### src/rtl/tx_rd_req_arbiter.sv
// tx_rd_req_arbiter
// Shares the memory-read request TLP path between the primary DMA read-chunk
// requester and the retry monitor, and owns the read-tag pool.
//
// Optional build macro: TX_RD_ARB_STATS_EN enables the retry_grants /
// primary_grants counters; without it both ports are tied to zero.
//
// Ports:
//   trn_clk, reset                    clock, async active-high reset
//   read_chunk / _ack, tlp_tag        primary request handshake, allocated tag
//   huge_page_addr_read_from,
//   qwords_to_rd                      primary address and length (QW)
//   retry_read_chunk / _ack           retry request handshake
//   retry_huge_page_addr_read_from,
//   retry_tlp_tag, retry_dwords_to_rd retry address, tag, length (DW)
//   tag_release, tag_release_num      completion path frees a tag
//   rd_req/_addr/_tag/_dw, rd_req_ack request to the TLP builder
//   tags_free, release_err            pool occupancy, sticky bad-release flag
//   retry_grants, primary_grants      optional statistics counters
module tx_rd_req_arbiter #(
  parameter int unsigned NUM_TAGS     = 4,
  parameter int unsigned STARVE_LIMIT = 8
) (
  input  logic        trn_clk,
  input  logic        reset,
  input  logic        read_chunk,
  input  logic [63:0] huge_page_addr_read_from,
  input  logic [8:0]  qwords_to_rd,
  output logic        read_chunk_ack,
  output logic [3:0]  tlp_tag,
  input  logic        retry_read_chunk,
  input  logic [63:0] retry_huge_page_addr_read_from,
  input  logic [3:0]  retry_tlp_tag,
  input  logic [9:0]  retry_dwords_to_rd,
  output logic        retry_read_chunk_ack,
  input  logic        tag_release,
  input  logic [3:0]  tag_release_num,
  output logic        rd_req,
  output logic [63:0] rd_req_addr,
  output logic [3:0]  rd_req_tag,
  output logic [9:0]  rd_req_dw,
  input  logic        rd_req_ack,
  output logic [4:0]  tags_free,
  output logic        release_err,
  output logic [31:0] retry_grants,
  output logic [31:0] primary_grants
);

  typedef enum logic [1:0] {IDLE, ISSUE, ACK, GUARD} state_t;

  state_t              state_q, state_d;
  logic                rd_req_q, rd_req_d;
  logic [63:0]         addr_q, addr_d;
  logic [3:0]          tag_q, tag_d;
  logic [9:0]          dw_q, dw_d;
  logic                win_retry_q, win_retry_d;
  logic                prim_ack_q, prim_ack_d;
  logic                retry_ack_q, retry_ack_d;
  logic [3:0]          tlp_tag_q, tlp_tag_d;
  logic [NUM_TAGS-1:0] busy_q, busy_d;
  logic [4:0]          tags_free_q, tags_free_d;
  logic                release_err_q, release_err_d;
  logic [7:0]          starve_q, starve_d;

  logic                free_found;
  logic [3:0]          free_idx;
  logic                prim_elig;
  logic                retry_elig;
  logic                alloc;
  logic                rel_hit;
  logic [4:0]          busy_cnt;

  // Arbitration FSM, tag pool and starvation bookkeeping
  always_comb begin
    state_d       = state_q;
    rd_req_d      = rd_req_q;
    addr_d        = addr_q;
    tag_d         = tag_q;
    dw_d          = dw_q;
    win_retry_d   = win_retry_q;
    prim_ack_d    = 1'b0;
    retry_ack_d   = 1'b0;
    tlp_tag_d     = tlp_tag_q;
    busy_d        = busy_q;
    release_err_d = release_err_q;
    starve_d      = starve_q;
    alloc         = 1'b0;
    rel_hit       = 1'b0;
    free_found    = 1'b0;
    free_idx      = 4'd0;
    busy_cnt      = 5'd0;

    // Descending scan so the lowest free index wins
    for (int i = NUM_TAGS - 1; i >= 0; i--) begin
      if (!busy_q[i]) begin
        free_found = 1'b1;
        free_idx   = 4'(i);
      end
    end

    prim_elig  = read_chunk && free_found;
    retry_elig = retry_read_chunk;

    case (state_q)
      IDLE: begin
        if (retry_elig && ((starve_q < 8'(STARVE_LIMIT)) || !prim_elig)) begin
          state_d     = ISSUE;
          rd_req_d    = 1'b1;
          win_retry_d = 1'b1;
          addr_d      = retry_huge_page_addr_read_from;
          tag_d       = retry_tlp_tag;
          dw_d        = retry_dwords_to_rd;
          // Only count retry wins that actually held off an eligible primary
          if (prim_elig && (starve_q != 8'hFF)) starve_d = starve_q + 8'd1;
        end else if (prim_elig) begin
          state_d     = ISSUE;
          rd_req_d    = 1'b1;
          win_retry_d = 1'b0;
          addr_d      = huge_page_addr_read_from;
          tag_d       = free_idx;
          dw_d        = {qwords_to_rd, 1'b0};
          starve_d    = 8'd0;
        end
      end
      ISSUE: begin
        if (rd_req_ack) begin
          rd_req_d = 1'b0;
          state_d  = ACK;
          if (win_retry_q) begin
            retry_ack_d = 1'b1;
          end else begin
            prim_ack_d = 1'b1;
            tlp_tag_d  = tag_q;
            alloc      = 1'b1;
          end
        end
      end
      ACK:     state_d = GUARD;
      GUARD:   state_d = IDLE;
      default: state_d = IDLE;
    endcase

    // Release: only a currently busy, in-range tag is freed
    for (int i = 0; i < NUM_TAGS; i++) begin
      if (tag_release && (tag_release_num == 4'(i)) && busy_q[i]) begin
        busy_d[i] = 1'b0;
        rel_hit   = 1'b1;
      end
    end
    if (tag_release && !rel_hit) release_err_d = 1'b1;

    // Allocation commits on the edge the primary ack is raised
    for (int i = 0; i < NUM_TAGS; i++) begin
      if (alloc && (tag_q == 4'(i))) busy_d[i] = 1'b1;
    end

    for (int i = 0; i < NUM_TAGS; i++) begin
      busy_cnt = busy_cnt + 5'(busy_d[i]);
    end
    tags_free_d = 5'(NUM_TAGS) - busy_cnt;
  end

  // State and output registers
  always_ff @(posedge trn_clk or posedge reset) begin
    if (reset) begin
      state_q       <= IDLE;
      rd_req_q      <= 1'b0;
      addr_q        <= 64'd0;
      tag_q         <= 4'd0;
      dw_q          <= 10'd0;
      win_retry_q   <= 1'b0;
      prim_ack_q    <= 1'b0;
      retry_ack_q   <= 1'b0;
      tlp_tag_q     <= 4'd0;
      busy_q        <= '0;
      tags_free_q   <= 5'(NUM_TAGS);
      release_err_q <= 1'b0;
      starve_q      <= 8'd0;
    end else begin
      state_q       <= state_d;
      rd_req_q      <= rd_req_d;
      addr_q        <= addr_d;
      tag_q         <= tag_d;
      dw_q          <= dw_d;
      win_retry_q   <= win_retry_d;
      prim_ack_q    <= prim_ack_d;
      retry_ack_q   <= retry_ack_d;
      tlp_tag_q     <= tlp_tag_d;
      busy_q        <= busy_d;
      tags_free_q   <= tags_free_d;
      release_err_q <= release_err_d;
      starve_q      <= starve_d;
    end
  end

  assign rd_req               = rd_req_q;
  assign rd_req_addr          = addr_q;
  assign rd_req_tag           = tag_q;
  assign rd_req_dw            = dw_q;
  assign read_chunk_ack       = prim_ack_q;
  assign retry_read_chunk_ack = retry_ack_q;
  assign tlp_tag              = tlp_tag_q;
  assign tags_free            = tags_free_q;
  assign release_err          = release_err_q;

`ifdef TX_RD_ARB_STATS_EN
  logic [31:0] retry_grants_q, retry_grants_d;
  logic [31:0] primary_grants_q, primary_grants_d;

  // Grant statistics, counted on the ack pulse; wrap naturally
  always_comb begin
    retry_grants_d   = retry_grants_q;
    primary_grants_d = primary_grants_q;
    if (retry_ack_d) retry_grants_d   = retry_grants_q + 32'd1;
    if (prim_ack_d)  primary_grants_d = primary_grants_q + 32'd1;
  end

  always_ff @(posedge trn_clk or posedge reset) begin
    if (reset) begin
      retry_grants_q   <= 32'd0;
      primary_grants_q <= 32'd0;
    end else begin
      retry_grants_q   <= retry_grants_d;
      primary_grants_q <= primary_grants_d;
    end
  end

  assign retry_grants   = retry_grants_q;
  assign primary_grants = primary_grants_q;
`else
  assign retry_grants   = 32'd0;
  assign primary_grants = 32'd0;
`endif

endmodule

### config.mk
export PLATFORM = sky130hd
export DESIGN_NAME = tx_rd_req_arbiter
export DESIGN_NICKNAME = d
export VERILOG_FILES = /design/src/rtl/tx_rd_req_arbiter.sv
export SDC_FILE = /design/constraint.sdc
export NUM_CORES = 1
export LEC_CHECK = 0
export ABC_AREA = 1
export BUFFER_PORTS_ARGS = -buffer_cell sky130_fd_sc_hd__buf_2
export CORE_MARGIN = 1
export CORE_UTILIZATION = 42
export CTS_BUF_LIST = sky130_fd_sc_hd__clkbuf_8 sky130_fd_sc_hd__clkbuf_16
export DETAILED_ROUTE_END_ITERATION = 16
export HOLD_SLACK_MARGIN = 0.15
export PLACE_DENSITY_LB_ADDON = 0.08
export SYNTH_ARGS = -nofsm -noshare
export SYNTH_HDL_FRONTEND = slang
export SYNTH_SLANG_ARGS = --single-unit
### constraint.sdc
create_clock -name trn_clk -period 2.9 [get_ports trn_clk]
set_input_delay 0.29 -clock trn_clk [delete_from_list [all_inputs] [get_ports trn_clk]]
set_output_delay 0.29 -clock trn_clk [all_outputs]
set_load 0.05 [all_outputs]
==> results.py, run 1 <==
metrics = {
    "worst_setup_path": {
        "required_ns": 3.12,
        "cp-end-kind": "register",
        "r2r_setup_slack_ns": 0.33,
        "cp-start-kind": "register",
        "crit_fanout": 6,
        "cp.arrival_ns": 2.79,
        "crit_type": "reg2reg",
    },
    "logic_synthesis": {
        "synth-seq-cells": 104,
        "synth.area.top_cells": "dfrtp_1 (42%), nand2_1 (17%), nand3_1 (13%), inv_1 (11%), buf_4 (8.4%)",
        "ys_types": 24,
        "yosys.area.top_type": "dfrtp_1",
        "synth_area_um2": 6140,
        "ys_warn_count": 0,
        "synthMostInstantiatedCell": "nand2_1",
        "seq_area_frac_synth": 0.424,
        "yosys_most_used_dff": "dfrtp_1",
        "synth_common_cells": "nand2_1 (279), inv_1 (172), nand3_1 (163)",
        "synth_top_area_frac": 0.420,
        "synth_edf_count": 0,
        "async_flop_share": 1.00,
        "syn_inst": 871,
        "syn_avg_cell_area_um2": 7.05,
    },
    "timing": {
        "relSlewSlack": 0.412,
        "fin_crit_ns": 2.57,
        "finalSetupViolCount": 0,
        "clock.fmax_mhz": 389,
        "clock_skew_ns": 0.0103,
        "finalMaxSlewViolations": 0,
        "setup_tns_ns": 0,
        "worst_pin_slew_ns": 0.882,
        "holdWs_ns": 0.189,
        "finalHoldViolCount": 0,
        "fin_crit_sh": 0.886,
        "rsz0062_at_grt": "no",
    },
    "status": {
        "status": "completed",
    },
    "pwr": {
        "power_mw": 8.34,
        "cellLeakagePower_nw": 4.89,
        "peakVddDrop_v": 0.000499,
        "powerDensity_nw_per_um2": 1100,
    },
    "placed_design": {
        "hpwl_um": 11400,
        "io_buffers": 249,
        "gp_congestion": 0.799,
    },
    "clock_network": {
        "root_buffer": "clkbuf_16",
        "htreeDepth": 3,
        "cts.path.max_buffers": 2,
        "path_clk_slew_ns": 0.07,
        "cts_setup_buffers": 0,
        "cts_tree": "built",
        "cts_resized": 0,
        "numCtsBuffers": 9,
        "worstSkewPairLatency_ns": 0.34,
        "cts_hold_buf": 3,
        "clkSinkCount": 104,
    },
    "flow_run": {
        "maxCapViolCount": 0,
    },
    "floorplan": {
        "die_h_um": 123,
        "fp.dieArea_um2": 15100,
        "coreArea_um2": 14100,
        "rows": 43,
        "boundaryPins": 316,
        "start_util": 0.436,
        "die_w_um": 123,
    },
    "detailed_routing": {
        "vias": 5629,
        "first_pass_iters": 4,
        "drtIter0Drc": 314,
        "drc": 0,
        "wl_um": 16100,
        "viasPerCell": 4.37,
        "antenna_left": 0,
        "wl_per_cell_um": 12.5,
    },
    "grt": {
        "grt_pass1_wl_um": 25200,
        "grt_start_max_net_pins": 80,
        "grt-ovfl-total": 0,
        "first_global_vias": 5188,
        "track_usage": 0.213,
        "antenna_found_initial": 2,
    },
    "finish": {
        "final_layout_size_suffix_gt1_frac": 0.256,
        "area.growth.synth_to_final_pct": 23.1,
        "fin_nets": 1270,
    },
    "min_path": {
        "hold_class": "in2reg",
    },
}
[per-stage QoR]
step	setup WS [ns]	instances	area, um^2	utilization
2_1_floorplan	0.500	936	6390	-
3_3_place_gp	0.365	1267	7230	0.513
3_5_place_dp	0.314	1267	7230	0.513
4_1_cts	0.321	1286	7560	0.536
5_1_grt	0.0601	1286	7560	0.536
6_report	0.332	1287	7560	0.536
[cell type report]
| cell class | instances | area (um^2) |
|---|---|---|
| antenna | 1 | 2.50 |
| multi-input combinational | 551 | 2400 |
| clock buffer | 10 | 239 |
| fill | 1531 | 6540 |
| tap | 180 | 225 |
| timing repair buffer | 261 | 1370 |
| inverter | 174 | 657 |
| clock inverter | 6 | 60.1 |
| sequential | 104 | 2600 |
[metal layers]
layer / vias to the layer above / track usage / routed length [um] / part of all wire
met5: - / 0 / 13 / 0.00081
met4: 2 / 0.0701 / 257 / 0.016
met3: 20 / 0.0470 / 1160 / 0.072
met2: 193 / 0.358 / 7490 / 0.47
met1: 2481 / 0.272 / 7160 / 0.45
li1: 2933 / - / - / -
[power by group]
| group | switching (mW) | internal [mW] | total [mW] | leakage (nW) |
|---|---|---|---|---|
| clock network | 0.525 | 0.689 | 1.21 | 0.150 |
| registers | 0.368 | 2.12 | 2.48 | 1.29 |
| logic | 3.62 | 1.02 | 4.64 | 3.45 |
| total | 4.51 | 3.83 | 8.34 | 4.89 |
[path summary, 6_finish.rpt]
check | start | endpoint | cells after the start
worst max-delay path | state_q[1] | tags_free[1] | 11
worst min-delay path | retry_dwords_to_rd[0] | rd_req_dw[0] | 3
worst max register to register | state_q[1] | tags_free[1] | 11
worst min register to register | starve_q[6] | starve_q[6] | 2
max in group asynchronous | reset | rd_req_addr[15] | 4
min in group asynchronous | reset | rd_req_addr[42] | 3
[worst max-delay path, stage by stage (launching register included)]
cell     delay [ns]
dfrtp_1        0.39
inv_1          0.10
ha_1           0.19
nand2_1        0.09
nor2_2         0.16
inv_1          0.12
or2_1          0.24
o21ai_0        0.28
fa_1           0.46
inv_1          0.06
ha_1           0.13
ha_1           0.22
[sequential cells by signal (all words and copies together), names as in the netlist, 2 cells and up]
| name | cells |
|---|---|
| rd_req_tag | 4 |
| tlp_tag | 4 |
| rd_req_addr | 64 |
| starve_q | 8 |
| busy_q | 4 |
| rd_req_dw | 10 |
| tags_free | 3 |
| state_q | 2 |
[logic make-up after synthesis]
logic type | count (synthesis) | synth area share
and+or+nand+nor | 465 | 0.322
adders and majority gates | 8 | 0.0175
AOI/OAI and AO/OA | 10 | 0.00917
buffers and inverters | 281 | 0.224
xor gates and xnor gates | 2 | 0.00285
other | 1 | 0.000611
DFF | 104 | 0.424
[cells in the final DEF, fill, tap and decap left out, drive strengths merged]
| master | instances |
|---|---|
| nand3b | 1 |
| clkinv | 3 |
| diode | 1 |
| o21bai | 1 |
| buf | 258 |
| inv | 174 |
| fa | 1 |
| ha | 7 |
| nand4 | 3 |
| nand2 | 283 |
| clkbuf | 10 |
| clkinvlp | 2 |
| dfstp | 1 |
| dlygate4sd3 | 3 |
| or2 | 1 |
| conb | 66 |
| xor2 | 2 |
| nand3 | 163 |
| o21ai | 9 |
| bufinv | 1 |
| nor2 | 14 |
| dfrtp | 103 |
Power figures use the tool's default switching activity.
==> run 2, diff against run 1 <==
--- a/config.mk
+++ b/config.mk
@@ -5,12 +5,11 @@
 export SDC_FILE = /design/constraint.sdc
 export NUM_CORES = 1
 export LEC_CHECK = 0
-export ABC_AREA = 1
 export BUFFER_PORTS_ARGS = -buffer_cell sky130_fd_sc_hd__buf_2
-export CORE_MARGIN = 1
-export CORE_UTILIZATION = 42
+export CORE_AREA = 2 2 124 126
 export CTS_BUF_LIST = sky130_fd_sc_hd__clkbuf_8 sky130_fd_sc_hd__clkbuf_16
 export DETAILED_ROUTE_END_ITERATION = 16
+export DIE_AREA = 0 0 126 128
 export HOLD_SLACK_MARGIN = 0.15
 export PLACE_DENSITY_LB_ADDON = 0.08
 export SYNTH_ARGS = -nofsm -noshare
==> run 2 against run 1 <==
Sequential share of layout area is 2.5 points higher; sequential cell count stayed put; clock skew is 0.0025 ns lower; register-to-register slack worse by 0.05 ns; critical path type unchanged; synthesized cell count is 29% lower; worst setup slack worse by 0.053 ns; routed wire length is 3.9% higher; core utilization is 6.2 points lower; via count is 5.6% lower; largest cell class unchanged.
==> results.py, run 2 <==
metrics = {
    "placed_design": {
        "hpwl_um": 11400,
        "gp_congestion": 0.841,
        "io_buffers": 249,
    },
    "finish": {
        "largest_reg_flops": 64,
        "final_cell_mix": "buf_2 (249), nand2_1 (170), dfrtp_1 (103)",
        "multi_input_area_um2": 2490,
        "fin_nets": 1011,
        "layout_commonest_cell": "buf_2",
        "antenna_cells": 0,
        "final_layout_size_suffix_gt1_frac": 0.337,
        "fillCellCount": 1488,
        "area.growth.synth_to_final_pct": 25.7,
        "register_area_um2": 2600,
    },
    "logic_synthesis": {
        "synth-seq-cells": 104,
        "synth.area.top_cells": "dfrtp_1 (46%), nand2_1 (11%), o211ai_1 (9.8%), buf_4 (9.4%), nand4_1 (8.5%)",
        "synth_common_cells": "nand2_1 (170), dfrtp_1 (103), nand4_1 (76)",
        "yosys.area.top_type": "dfrtp_1",
        "syn_inst": 622,
        "synth_edf_count": 0,
        "seq_area_frac_synth": 0.465,
        "synth_area_um2": 5610,
        "syn_avg_cell_area_um2": 9.01,
        "ys_warn_count": 0,
        "synthMostInstantiatedCell": "nand2_1",
        "async_flop_share": 1.00,
        "synth_top_area_frac": 0.460,
        "yosys_most_used_dff": "dfrtp_1",
        "ys_types": 46,
    },
    "floorplan": {
        "die_w_um": 126,
        "die_h_um": 128,
        "fp.dieArea_um2": 16100,
        "boundaryPins": 316,
        "coreArea_um2": 14900,
        "start_util": 0.377,
        "rows": 45,
    },
    "detailed_routing": {
        "wl_per_cell_um": 16.2,
        "viasPerCell": 5.14,
        "met2WireLength_um": 8390,
        "vias": 5314,
        "drc": 0,
        "first_pass_iters": 4,
        "top_layer": "met4",
        "wl_met1_um": 6900,
        "wl_met3_um": 1050,
        "drtIter0Drc": 333,
        "wl_um": 16700,
        "antenna_left": 0,
    },
    "clock_network": {
        "worstSkewPairLatency_ns": 0.35,
        "cts_tree": "built",
        "cts.path.max_buffers": 2,
        "cts_setup_buffers": 0,
        "numCtsBuffers": 9,
        "root_buffer": "clkbuf_16",
        "path_clk_slew_ns": 0.07,
        "clkSinkCount": 104,
        "htreeDepth": 3,
    },
    "pwr": {
        "sw_frac_of_total": 0.542,
        "pwr-share-comb": 0.576,
        "seqPwrFrac": 0.292,
        "p_switching_mw": 4.65,
        "intPower_mw": 3.93,
        "peakVddDrop_v": 0.000541,
        "powerDensity_nw_per_um2": 1220,
        "cellLeakagePower_nw": 3.48,
        "clockPowerShare": 0.132,
        "power_mw": 8.58,
    },
    "worst_setup_path": {
        "path_cells": "inv_1 > ha_1 > nand2_1 > or2_2 > inv_1 > nand2_1 > o21ai_1 > fa_1 > inv_1 > ha_1 > ha_1",
        "cp.arrival_ns": 2.86,
        "crit_type": "reg2reg",
        "critPathMaxStageDelay_ns": 0.46,
        "crit_fanout": 8,
        "cp_slowest_cell": "fa_1",
        "cp-start-kind": "register",
        "required_ns": 3.14,
        "cp-end-kind": "register",
    },
    "grt": {
        "first_global_vias": 5151,
        "grt-ovfl-total": 0,
        "grt_start_max_net_pins": 105,
        "track_usage": 0.202,
        "grt_pass1_wl_um": 26200,
        "antenna_found_initial": 0,
    },
    "timing": {
        "finalSetupViolCount": 0,
        "worst_pin_slew_ns": 0.963,
        "relSlewSlack": 0.358,
        "fin_crit_sh": 0.904,
        "clock.fmax_mhz": 381,
        "rsz0062_at_grt": "no",
        "setup_tns_ns": 0,
        "holdWs_ns": 0.164,
        "clock_skew_ns": 0.00783,
        "finalMaxSlewViolations": 0,
        "finalHoldViolCount": 0,
        "fin_crit_ns": 2.62,
    },
    "min_path": {
        "hold_class": "in2reg",
    },
    "flow_run": {
        "maxCapViolCount": 0,
    },
    "status": {
        "status": "completed",
    },
}
run 2: through the flow:
step / instances / area, um^2 / util / setup slack [ns]
6_report: 1034 / 7040 / 0.474 / 0.278
2_1_floorplan: 687 / 5850 / - / 0.346
3_5_place_dp: 1018 / 6770 / 0.455 / 0.189
3_3_place_gp: 1018 / 6770 / 0.455 / 0.308
4_1_cts: 1034 / 7040 / 0.474 / 0.184
5_1_grt: 1034 / 7040 / 0.474 / 0.115
run 2: cells by family after synthesis:
group / after synthesis / synth area share
multiplexers: 4 / 0.00781
flip-flops: 104 / 0.465
AO/OA/AOI/OAI: 106 / 0.143
adder cells (fa/ha/maj): 8 / 0.0192
AND/OR/NAND/NOR: 271 / 0.226
buffers and inverters: 128 / 0.140
other: 1 / 0.000669
run 2: power groups by stage:
stage / Sequential, mW / Combinational (mW) / Clock [mW]
after floorplan: 4.56 / 1.75 / 0
after global placement: 2.52 / 4.92 / 0
after detailed placement: 2.53 / 4.98 / 0
after CTS: 2.52 / 4.98 / 1.17
after global routing: 2.60 / 5.29 / 1.23
final: 2.51 / 4.94 / 1.13
run 2: layout make-up:
cell class                 count  share of cell area
inverter                      10             0.00586
sequential                   104               0.370
clock inverter                 4             0.00213
clock buffer                  11              0.0359
timing repair buffer         262               0.200
tap                          188              0.0334
multi-input combinational    455               0.353
run 2: final timing paths:
check | from | endpoint | slack (ns) | cells past startpoint
max in group asynchronous | reset | rd_req_addr[59] | 1.80 | 4
min in group asynchronous | reset | tags_free[0] | 0.66 | 4
setup reg to reg | state_q[1] | tags_free[1] | 0.28 | 11
hold reg to reg | release_err | release_err | 0.47 | 1
setup / recovery | state_q[1] | tags_free[1] | 0.28 | 11
hold / removal | tag_release | release_err | 0.16 | 2
run 2: critical path, delay by kind of cell (launching register included):
kind	cells	cell delay [ns]
fa+ha+maj	4	1.00
simple gates	3	0.54
flops	1	0.39
buf+inv	3	0.32
compound gates	1	0.25
run 2: what timing repair did:
item                                    CTS  global route
resized for setup                         0             1
endpoints found under the setup margin    0             1
hold endpoints to repair                 54             0
hold buffers                              1             0
run 2: per-layer routing:
| metal | vias to the layer above | global-route usage |
|---|---|---|
| met5 | - | 0 |
| met4 | 0 | 0.0789 |
| met3 | 25 | 0.0317 |
| met2 | 209 | 0.354 |
| met1 | 2567 | 0.251 |
| li1 | 2513 | - |
